==> src/rtl/alu_sequencer.sv <==
`default_nettype none
// ============================================================================
//  Module      : alu_sequencer
//  Description : Four-phase (IDLE/READ/EXEC/WB) instruction sequencer around
//                an external combinational ALU. Owns a 16 x 32 register file
//                and the architectural flags register. One instruction is in
//                flight at a time.
//                Optional build macro ALU_SEQUENCER_EXEC_WAIT_EN inserts an
//                extra EXEC2 state so the ALU gets two cycles to settle.
//  Revision    : 1.0 - initial release
// ============================================================================
module alu_sequencer (
    input  logic        Clk,
    input  logic        Rst,
    input  logic [31:0] Instr,
    input  logic        Instr_Valid,
    output logic        Instr_Ready,
    output logic [31:0] Alu_In1,
    output logic [31:0] Alu_In2,
    output logic [3:0]  Alu_Opcode,
    output logic [3:0]  Alu_Cond,
    output logic        Alu_S,
    output logic [2:0]  Alu_SR_Cont,
    output logic [4:0]  Alu_SR_Bit,
    output logic [15:0] Alu_Imm,
    input  logic [31:0] Alu_Out,
    input  logic [3:0]  Alu_Flags,
    input  logic        Alu_Cond_Met,
    output logic        Done,
    output logic        Done_Wr,
    output logic [3:0]  Done_Rd,
    output logic [31:0] Done_Data,
    output logic [3:0]  Flags_Q,
    input  logic [3:0]  Dbg_Addr,
    output logic [31:0] Dbg_Data
);

    localparam logic [3:0] c_OP_NOP = 4'b1111;
    localparam logic [3:0] c_OP_CMP = 4'b1011;
    localparam logic [3:0] c_OP_WR2 = 4'b1101;

`ifdef ALU_SEQUENCER_EXEC_WAIT_EN
    typedef enum logic [2:0] {
        S_IDLE  = 3'd0,
        S_READ  = 3'd1,
        S_EXEC  = 3'd2,
        S_EXEC2 = 3'd3,
        S_WB    = 3'd4
    } state_t;
`else
    typedef enum logic [1:0] {
        S_IDLE = 2'd0,
        S_READ = 2'd1,
        S_EXEC = 2'd2,
        S_WB   = 2'd3
    } state_t;
`endif

    state_t      r_state;
    state_t      w_next_state;

    logic [31:0] r_instr;
    logic [31:0] r_regs [16];
    logic [3:0]  r_flags;

    logic [31:0] r_alu_in1;
    logic [31:0] r_alu_in2;
    logic [3:0]  r_alu_opcode;
    logic [3:0]  r_alu_cond;
    logic        r_alu_s;
    logic [2:0]  r_alu_sr_cont;
    logic [4:0]  r_alu_sr_bit;
    logic [15:0] r_alu_imm;

    logic [31:0] r_res_out;
    logic [3:0]  r_res_flags;
    logic        r_res_met;

    logic        w_accept;
    logic        w_sample;
    logic        w_wr_reg;
    logic        w_wr_flags;
    logic        w_ready;
    logic        w_done;

    // Fields of the latched instruction
    logic [3:0]  w_op;
    logic [3:0]  w_cond;
    logic        w_s;
    logic [2:0]  w_sr_cont;
    logic [3:0]  w_rd;
    logic [15:0] w_imm;
    logic [3:0]  w_rn;
    logic [3:0]  w_rm;

    assign w_op      = r_instr[31:28];
    assign w_cond    = r_instr[27:24];
    assign w_s       = r_instr[23];
    assign w_sr_cont = r_instr[22:20];
    assign w_rd      = r_instr[19:16];
    assign w_imm     = r_instr[15:0];
    assign w_rn      = r_instr[15:12];
    assign w_rm      = r_instr[11:8];

    assign w_accept = (r_state == S_IDLE) && Instr_Valid;

`ifdef ALU_SEQUENCER_EXEC_WAIT_EN
    assign w_sample = (r_state == S_EXEC2);
`else
    assign w_sample = (r_state == S_EXEC);
`endif

    // Register write happens only for data-producing opcodes whose condition held;
    // NOP (1111) falls outside both ranges so it never writes.
    assign w_wr_reg   = r_res_met && ((w_op <= 4'd7) || (w_op == c_OP_WR2));
    assign w_wr_flags = r_res_met && (((w_op <= 4'd5) && w_s) || (w_op == c_OP_CMP));

    // State register
    always_ff @(posedge Clk) begin
        if (Rst) begin
            r_state <= S_IDLE;
        end else begin
            r_state <= w_next_state;
        end
    end

    // Next-state and handshake/completion decode
    always_comb begin
        w_next_state = r_state;
        w_ready      = 1'b0;
        w_done       = 1'b0;
        case (r_state)
            S_IDLE: begin
                w_ready = 1'b1;
                if (Instr_Valid) begin
                    w_next_state = S_READ;
                end
            end
            S_READ: w_next_state = S_EXEC;
`ifdef ALU_SEQUENCER_EXEC_WAIT_EN
            S_EXEC:  w_next_state = S_EXEC2;
            S_EXEC2: w_next_state = S_WB;
`else
            S_EXEC:  w_next_state = S_WB;
`endif
            S_WB: begin
                w_done       = 1'b1;
                w_next_state = S_IDLE;
            end
            default: w_next_state = S_IDLE;
        endcase
    end

    // Capture the instruction word on accept; ignored at all other times
    always_ff @(posedge Clk) begin
        if (Rst) begin
            r_instr <= '0;
        end else if (w_accept) begin
            r_instr <= Instr;
        end
    end

    // Operand fetch and control-field launch towards the ALU during READ
    always_ff @(posedge Clk) begin
        if (Rst) begin
            r_alu_in1     <= '0;
            r_alu_in2     <= '0;
            r_alu_opcode  <= '0;
            r_alu_cond    <= '0;
            r_alu_s       <= 1'b0;
            r_alu_sr_cont <= '0;
            r_alu_sr_bit  <= '0;
            r_alu_imm     <= '0;
        end else if (r_state == S_READ) begin
            r_alu_in1     <= r_regs[w_rn];
            r_alu_in2     <= r_regs[w_rm];
            r_alu_s       <= w_s;
            r_alu_sr_cont <= w_sr_cont;
            r_alu_sr_bit  <= w_imm[4:0];
            r_alu_imm     <= w_imm;
            // NOP is presented to the ALU as an unconditional opcode 0
            if (w_op == c_OP_NOP) begin
                r_alu_opcode <= 4'b0000;
                r_alu_cond   <= 4'b0000;
            end else begin
                r_alu_opcode <= w_op;
                r_alu_cond   <= w_cond;
            end
        end
    end

    // Sample the ALU's combinational results on the last execute cycle
    always_ff @(posedge Clk) begin
        if (Rst) begin
            r_res_out   <= '0;
            r_res_flags <= '0;
            r_res_met   <= 1'b0;
        end else if (w_sample) begin
            r_res_out   <= Alu_Out;
            r_res_flags <= Alu_Flags;
            r_res_met   <= Alu_Cond_Met;
        end
    end

    // Register file writeback at the end of WB
    always_ff @(posedge Clk) begin
        if (Rst) begin
            for (int i = 0; i < 16; i++) begin
                r_regs[i] <= '0;
            end
        end else if ((r_state == S_WB) && w_wr_reg) begin
            r_regs[w_rd] <= r_res_out;
        end
    end

    // Architectural flags update at the end of WB; held otherwise
    always_ff @(posedge Clk) begin
        if (Rst) begin
            r_flags <= '0;
        end else if ((r_state == S_WB) && w_wr_flags) begin
            r_flags <= r_res_flags;
        end
    end

    assign Instr_Ready = w_ready;

    assign Alu_In1     = r_alu_in1;
    assign Alu_In2     = r_alu_in2;
    assign Alu_Opcode  = r_alu_opcode;
    assign Alu_Cond    = r_alu_cond;
    assign Alu_S       = r_alu_s;
    assign Alu_SR_Cont = r_alu_sr_cont;
    assign Alu_SR_Bit  = r_alu_sr_bit;
    assign Alu_Imm     = r_alu_imm;

    assign Done      = w_done;
    assign Done_Wr   = w_done && w_wr_reg;
    assign Done_Rd   = w_rd;
    assign Done_Data = (w_done && w_wr_reg) ? r_res_out : 32'd0;
    assign Flags_Q   = r_flags;

    // Debug port reads the architectural register file, so a write in WB
    // becomes visible only after the WB->IDLE edge
    assign Dbg_Data = r_regs[Dbg_Addr];

endmodule
`default_nettype wire

==> config.mk <==
export PLATFORM = sky130hd
export DESIGN_NAME = alu_sequencer
export DESIGN_NICKNAME = d
export VERILOG_FILES = /design/src/rtl/alu_sequencer.sv
export SDC_FILE = /design/constraint.sdc
export NUM_CORES = 1
export LEC_CHECK = 0
export CORE_AREA = 3 3 294 296
export CTS_CLUSTER_SIZE = 20
export DETAILED_ROUTE_END_ITERATION = 16
export DIE_AREA = 0 0 297 299
export GPL_TIMING_DRIVEN = 0
export HOLD_SLACK_MARGIN = 0.05
export PLACE_DENSITY_LB_ADDON = 0.08
export SLEW_MARGIN = 20
export SYNTH_ARGS = -nofsm -noshare
export SYNTH_HDL_FRONTEND = slang
export SYNTH_SLANG_ARGS = --single-unit
==> constraint.sdc <==
create_clock -name Clk -period 7.8 [get_ports Clk]
set_input_delay 2.34 -clock Clk [delete_from_list [all_inputs] [get_ports Clk]]
set_output_delay 2.34 -clock Clk [all_outputs]
set_load 0.03 [all_outputs]
== Word level (Yosys, flattened, before mapping) ==
Memories as Yosys holds them, arrays and structs flattened. A register that Yosys moved wholly into a read port is not among the register bits.
Cells that the tools add are included.

* Register bits: 108
* Bits in writable memories: 512
* Input bits: 76
* Word-level logic and storage cells: 48
* Memories kept: 1

* Order comparisons: 2
* Eq/ne operators: 7
* Muxes and demuxes: 15
* Reduce and logical (&&, ||, !) cells: 11

{| class="wikitable"
|+ Memory list
! memory !! words !! bits a word !! read ports !! clocked after memory_dff !! wr ports !! line !! source
|-
| r_regs || 16 || 32 || 3 || 2 || 16 || 63 || <nowiki>logic [31:0] r_regs [16];</nowiki>
|}

{| class="wikitable"
|+ Operator list
! kind !! count
|-
| 2-to-1 mux 32 bit || 2
|-
| OR reduction 32 bit || 1
|-
| equality test 4 bit (second input constant) || 3
|-
| 2-to-1 mux 4 bit || 3
|-
| less-or-equal comparator 4 x 3 -> 1 bit (second input constant) || 2
|-
| 2-to-1 mux 1 bit || 8
|-
| one-hot mux 2 bit (4 select lines) || 1
|-
| logical AND 1 bit || 7
|-
| equality test 2 bit (second input constant) || 2
|-
| equality test 2 x 1 -> 1 bit (second input constant) || 1
|-
| zero test 2 bit || 1
|-
| logical OR 1 bit || 2
|-
| 2-to-1 mux 2 bit || 1
|-
| inequality test 2 bit (second input constant) || 1
|}

== Logic depth before layout (Yosys ltp) ==
* Word-level depth: 9
* Mapped depth: 9
* Gate-level depth less buffers: 6

== Worst setup path after synthesis ==
OpenSTA, ideal clock, no wires.

* Kind: input-to-output
* From: in Dbg_Addr[1]
* To: out Dbg_Data[10]
* Data arrival time: 3.806 ns
* Data required time: 5.460 ns
* Setup slack: 1.654 ns
* Stages on the path: 4
* Buffers on the path: 2
* Path through: buf_2 clkbuf_1 mux4_2 mux4_2

* Longest elaborated chain between the ends: 1

{| class="wikitable"
|+ Ends and longest elaborated chain
! element !! line !! source
|-
| from (decl) || 34 || <nowiki>input logic [3:0] Dbg_Addr,</nowiki>
|-
| memory (16 x 32 bit) || - ||
|-
| to (decl) || 35 || <nowiki>output logic [31:0] Dbg_Data</nowiki>
|}

No other way between the ends.

== Final worst setup path ==
* From: in Dbg_Addr[1]
* To: out Dbg_Data[7]

Same word-level chain as after synthesis.

==> metrics.log <==
[metrics] routed length per instance: 35.5 um
[metrics] final clock period utilization by the worst path: 0.986
[metrics] Sw Share: 0.358
[metrics] final setup margin: 0.111 ns
[metrics] Max Slew Vio Count: 0
[metrics] CP Launch Point: Dbg_Addr[1]
[metrics] sink count of the clock tree: 679
[metrics] vias after detailed routing: 29700
[metrics] worst path buffer plus inverter count: 3
[metrics] Max FO, Critical Path: 10
[metrics] CTS clock-pin slew for the worst setup and hold paths: 0.06 ns
[metrics] Die Wd: 297 um
[metrics] Cell Int Power: 7.50 mW
[metrics] root cell of the clock tree: clkbuf_16
[metrics] total stage count of the critical path: 5
[metrics] total I/O pin count: 248
[metrics] share of synthesized area occupied by flip-flops and latches: 0.495
[metrics] share of power burned in registers: 0.385
[metrics] CP cell instances: buf_2 -> clkbuf_1 -> mux4_1 -> mux4_2 -> clkdlybuf4s50_1
[metrics] deepest level of the CTS H-tree: 3
[metrics] total CTS buffers: 81
[metrics] worst IR drop on VDD: 208 uV
[metrics] number of setup buffers added after CTS: 0
[metrics] number of instances in the synthesized netlist: 3080
[metrics] largest stage delay on the critical path: 0.97 ns
[metrics] worst path arrival time: 5.35 ns
[metrics] number of flops mapped to enable cells by yosys: 512
[metrics] final sum of negative setup slack: 0 ns
[metrics] DRC errors left: 0
[metrics] row cnt: 106
[metrics] number of search-and-repair iterations in the first detailed-routing pass: 6
[metrics] leak pwr: 15.7 nW
[metrics] final HPWL from detailed placement: 109 mm
[metrics] number of global-route vias before repair: 30000
[metrics] reg-to-reg setup timing slack: 4.67 ns
[metrics] unrepaired setup endpoints after global routing: false
[metrics] all-layer global routing usage: 0.359
[metrics] Floorplan Core Area: 83800 sq um
[metrics] drt total wl: 164 mm
[metrics] global route total overflow: 0
[metrics] part of the total power dissipated in combinational logic: 0.289
[metrics] latest clock arrival within the worst-skew pair: 0.66 ns
[metrics] r2r worst-path depth: 7
[metrics] largest buffer count on any clock path: 3
[metrics] Worst setup SP type: primary input
[metrics] reg-to-reg startpoint: r_state[1]$_SDFFE_PP0P_
[metrics] fill count: 7212
[metrics] PostCTS Resize Cnt: 0
[metrics] FFs w/ async S/R, synth: 0
[metrics] max cap viols: 0
[metrics] master of the slowest instance on the critical path: clkbuf_1
[metrics] Hold Fails Final Rpt: 0
[metrics] most area-consuming cells after synthesis: edfxtp_1 41%, mux2i_1 15%, and2_1 9.1%
[metrics] height of the chip: 299 um
[metrics] share of power burned in the clock network: 0.326
[metrics] placer congestion estimate: 0.937
[metrics] endpoint of the worst-slack reg-to-reg timing path: r_regs[9][19]$_SDFFCE_PN0P_
[metrics] worst hold path type: reg2reg
[metrics] Cell variety after synth: 47
[metrics] number of warning messages in the yosys log: 0
[metrics] violation count after the first detailed-route iteration: 3777
[metrics] Tightest Pin Transition: 1.26 ns
[metrics] portion of synthesized cell area occupied by the leading cell type: 0.407
[metrics] net total in the final layout: 3490
[metrics] number of port buffers: 244
[metrics] tightest slew margin relative to the limit: 0.158
[metrics] detail-routed via count per cell: 6.44
[metrics] post-route antenna net violation count: 0
[metrics] setup slack after placement: 0.275 ns
[metrics] final core utilization: 0.529
[metrics] sort of element at the end of the critical path: primary output
[metrics] largest net degree at the start of global routing: 33
[metrics] die area: 88800 sq um
[metrics] final critical delay including setup and external delays: 7.69 ns
[metrics] most used flip-flop cell after synthesis: edfxtp_1
[metrics] proportion of layout cells with a drive suffix above 1: 0.127
[metrics] first-pass GRT wire length: 225 mm
[metrics] capture point of the critical path: Dbg_Data[7]
[metrics] most area-hungry cell type in the Yosys netlist: edfxtp_1
[metrics] Worst Path Class, Setup: in2out
[metrics] Worst path top cell family by delay: buffers and inverters
[metrics] Area growth syn-to-layout: 17.4%
[metrics] Starting Density: 0.451
[metrics] power density over the cells: 263 nW/um^2
[metrics] post-synth net total: 3160
[metrics] hold_buf cts: 0
[metrics] highest clock frequency the design can meet: 130 MHz
[metrics] status: finished, final reports clean
[metrics] clock tree skew after final layout: 0.0347 ns
[metrics] number of failing setup endpoints in the final timing report: 0
[metrics] NetSw: 4.18 mW
[metrics] per-instance average area after synthesis: 12.3 sq um
[metrics] number of antenna violations at the first check in global routing: 7
[metrics] WP data required: 5.46 ns
[metrics] register bit total from synthesis: 679
[metrics] CTS tree: done
[metrics] Mapped Area: 37800 sq um
[logic make-up (layout without fill, tap and decap cells)]
family                     Yosys count  count (layout)  share of synthesized area
muxes                              727             727                      0.250
and+or+nand+nor                   1001            1001                      0.147
AOI/OAI and AO/OA                  372             372                     0.0640
other                                0               4                          0
adders and majority gates            4               4                    0.00132
buffers and inverters              297             693                     0.0419
DFF                                679             679                      0.495
[layout by cell type (no fill, tap or decap), types with 31 or more instances in the layout]
cell             instances
mux2i_1                565
and2_1                 547
edfxtp_1               512
clkdlybuf4s50_1        244
nand2_1                228
dfxtp_1                167
a22oi_1                165
clkbuf_1               155
a21oi_1                132
mux4_2                 120
nand3_1                 97
clkbuf_16               82
nor2_1                  73
buf_2                   68
mux4_1                  35
o21ai_0                 35
clkbuf_2                33
a32oi_1                 31
[per-layer routing]
layer / wire (um) / global-route usage / vias to the layer above
met3: 18700 / 0.0911 / 551
met5: 54 / 0.00325 / -
li1: - / - / 12100
met4: 9520 / 0.189 / 4
met2: 73100 / 0.561 / 2273
met1: 62200 / 0.461 / 14800
[final cells by class]
| class | count | area [sq um] | share of cell area |
|---|---|---|---|
| Antenna cell | 4 | 10.0 | 0.000226 |
| Multi-Input combinational cell | 2104 | 17500 | 0.395 |
| Inverter | 6 | 22.5 | 0.000508 |
| Tap cell | 1134 | 1420 | 0.0320 |
| Buffer | 291 | 1560 | 0.0352 |
| Clock inverter | 44 | 369 | 0.00832 |
| Timing Repair Buffer | 247 | 2520 | 0.0567 |
| Sequential cell | 679 | 18700 | 0.422 |
| Clock buffer | 105 | 2220 | 0.0501 |
[power by group through the flow]
stage / registers, mW / clock network (mW) / logic (mW)
6_report: 4.49 / 3.81 / 3.37
5_1_grt: 4.52 / 3.94 / 3.47
4_1_cts: 4.48 / 3.80 / 3.29
3_5_place_dp: 4.56 / 0 / 3.29
3_3_place_gp: 4.54 / 0 / 3.25
2_1_floorplan: 4.63 / 0 / 1.73
[state kept, by name (all words and copies together) (netlist names)]
name and cells:
Alu_SR_Bit 4, Flags_Q 4, Alu_Cond 4, r_res_met 1, r_res_flags 4, Alu_SR_Cont 3
r_res_out 32, Alu_S 1, r_regs 512, Alu_Opcode 4, Alu_In1 32, Alu_Imm 12
Alu_In2 32, r_instr 32, r_state 2
[worst min-delay path by stage]
stage                             start                  endpoint  depth (start not counted)
2_1_floorplan   r_instr[0]$_SDFFE_PP0P_   r_instr[0]$_SDFFE_PP0P_                          2
5_1_grt        Alu_In1[29]$_SDFFE_PP0N_  Alu_In1[29]$_SDFFE_PP0N_                          2
6_report        Alu_In1[8]$_SDFFE_PP0N_   Alu_In1[8]$_SDFFE_PP0N_                          2
3_5_place_dp   r_instr[20]$_SDFFE_PP0P_  r_instr[20]$_SDFFE_PP0P_                          2
3_3_place_gp   r_instr[22]$_SDFFE_PP0P_  r_instr[22]$_SDFFE_PP0P_                          2
4_1_cts         r_instr[2]$_SDFFE_PP0P_   r_instr[2]$_SDFFE_PP0P_                          2
[through the flow]
stage	hold WS [ns]	total power, mW	instances	area (sq um)
2_1_floorplan	0.436	6.36	3080	37800
3_3_place_gp	0.444	7.80	4458	41600
4_1_cts	0.458	11.6	4610	44400
5_1_grt	0.477	11.9	4610	44400
6_report	0.455	11.7	4614	44400
3_5_place_dp	0.449	7.84	4461	41800
[synth_stat cells, types with 2 or more instances]
library cell,count
mux4_1,35
or3_1,2
clkbuf_2,30
buf_1,7
buf_2,68
mux4_2,120
and2_1,547
nor2_1,74
o311ai_0,2
a21oi_1,132
buf_4,9
buf_6,14
nor3_4,9
or2_2,16
ha_1,4
mux4_4,7
a32oi_1,31
buf_8,2
nor3_2,3
inv_1,5
clkbuf_8,15
dfxtp_1,167
o21ai_0,35
nor4_4,4
nand3b_1,4
nand4_1,4
a211oi_1,3
nand2_1,228
or3b_2,2
buf_12,2
mux2i_1,565
nor2b_1,4
edfxtp_1,512
nand3_1,97
a22oi_1,165
clkbuf_1,144
nand2b_1,2
[worst min-delay path, delay by kind of cell, from the launching register on]
family           cells  cell delay, ns
DFF                  1            0.32
and+or+nand+nor      2            0.11
Note: power is estimated with default switching activity, not from simulation.
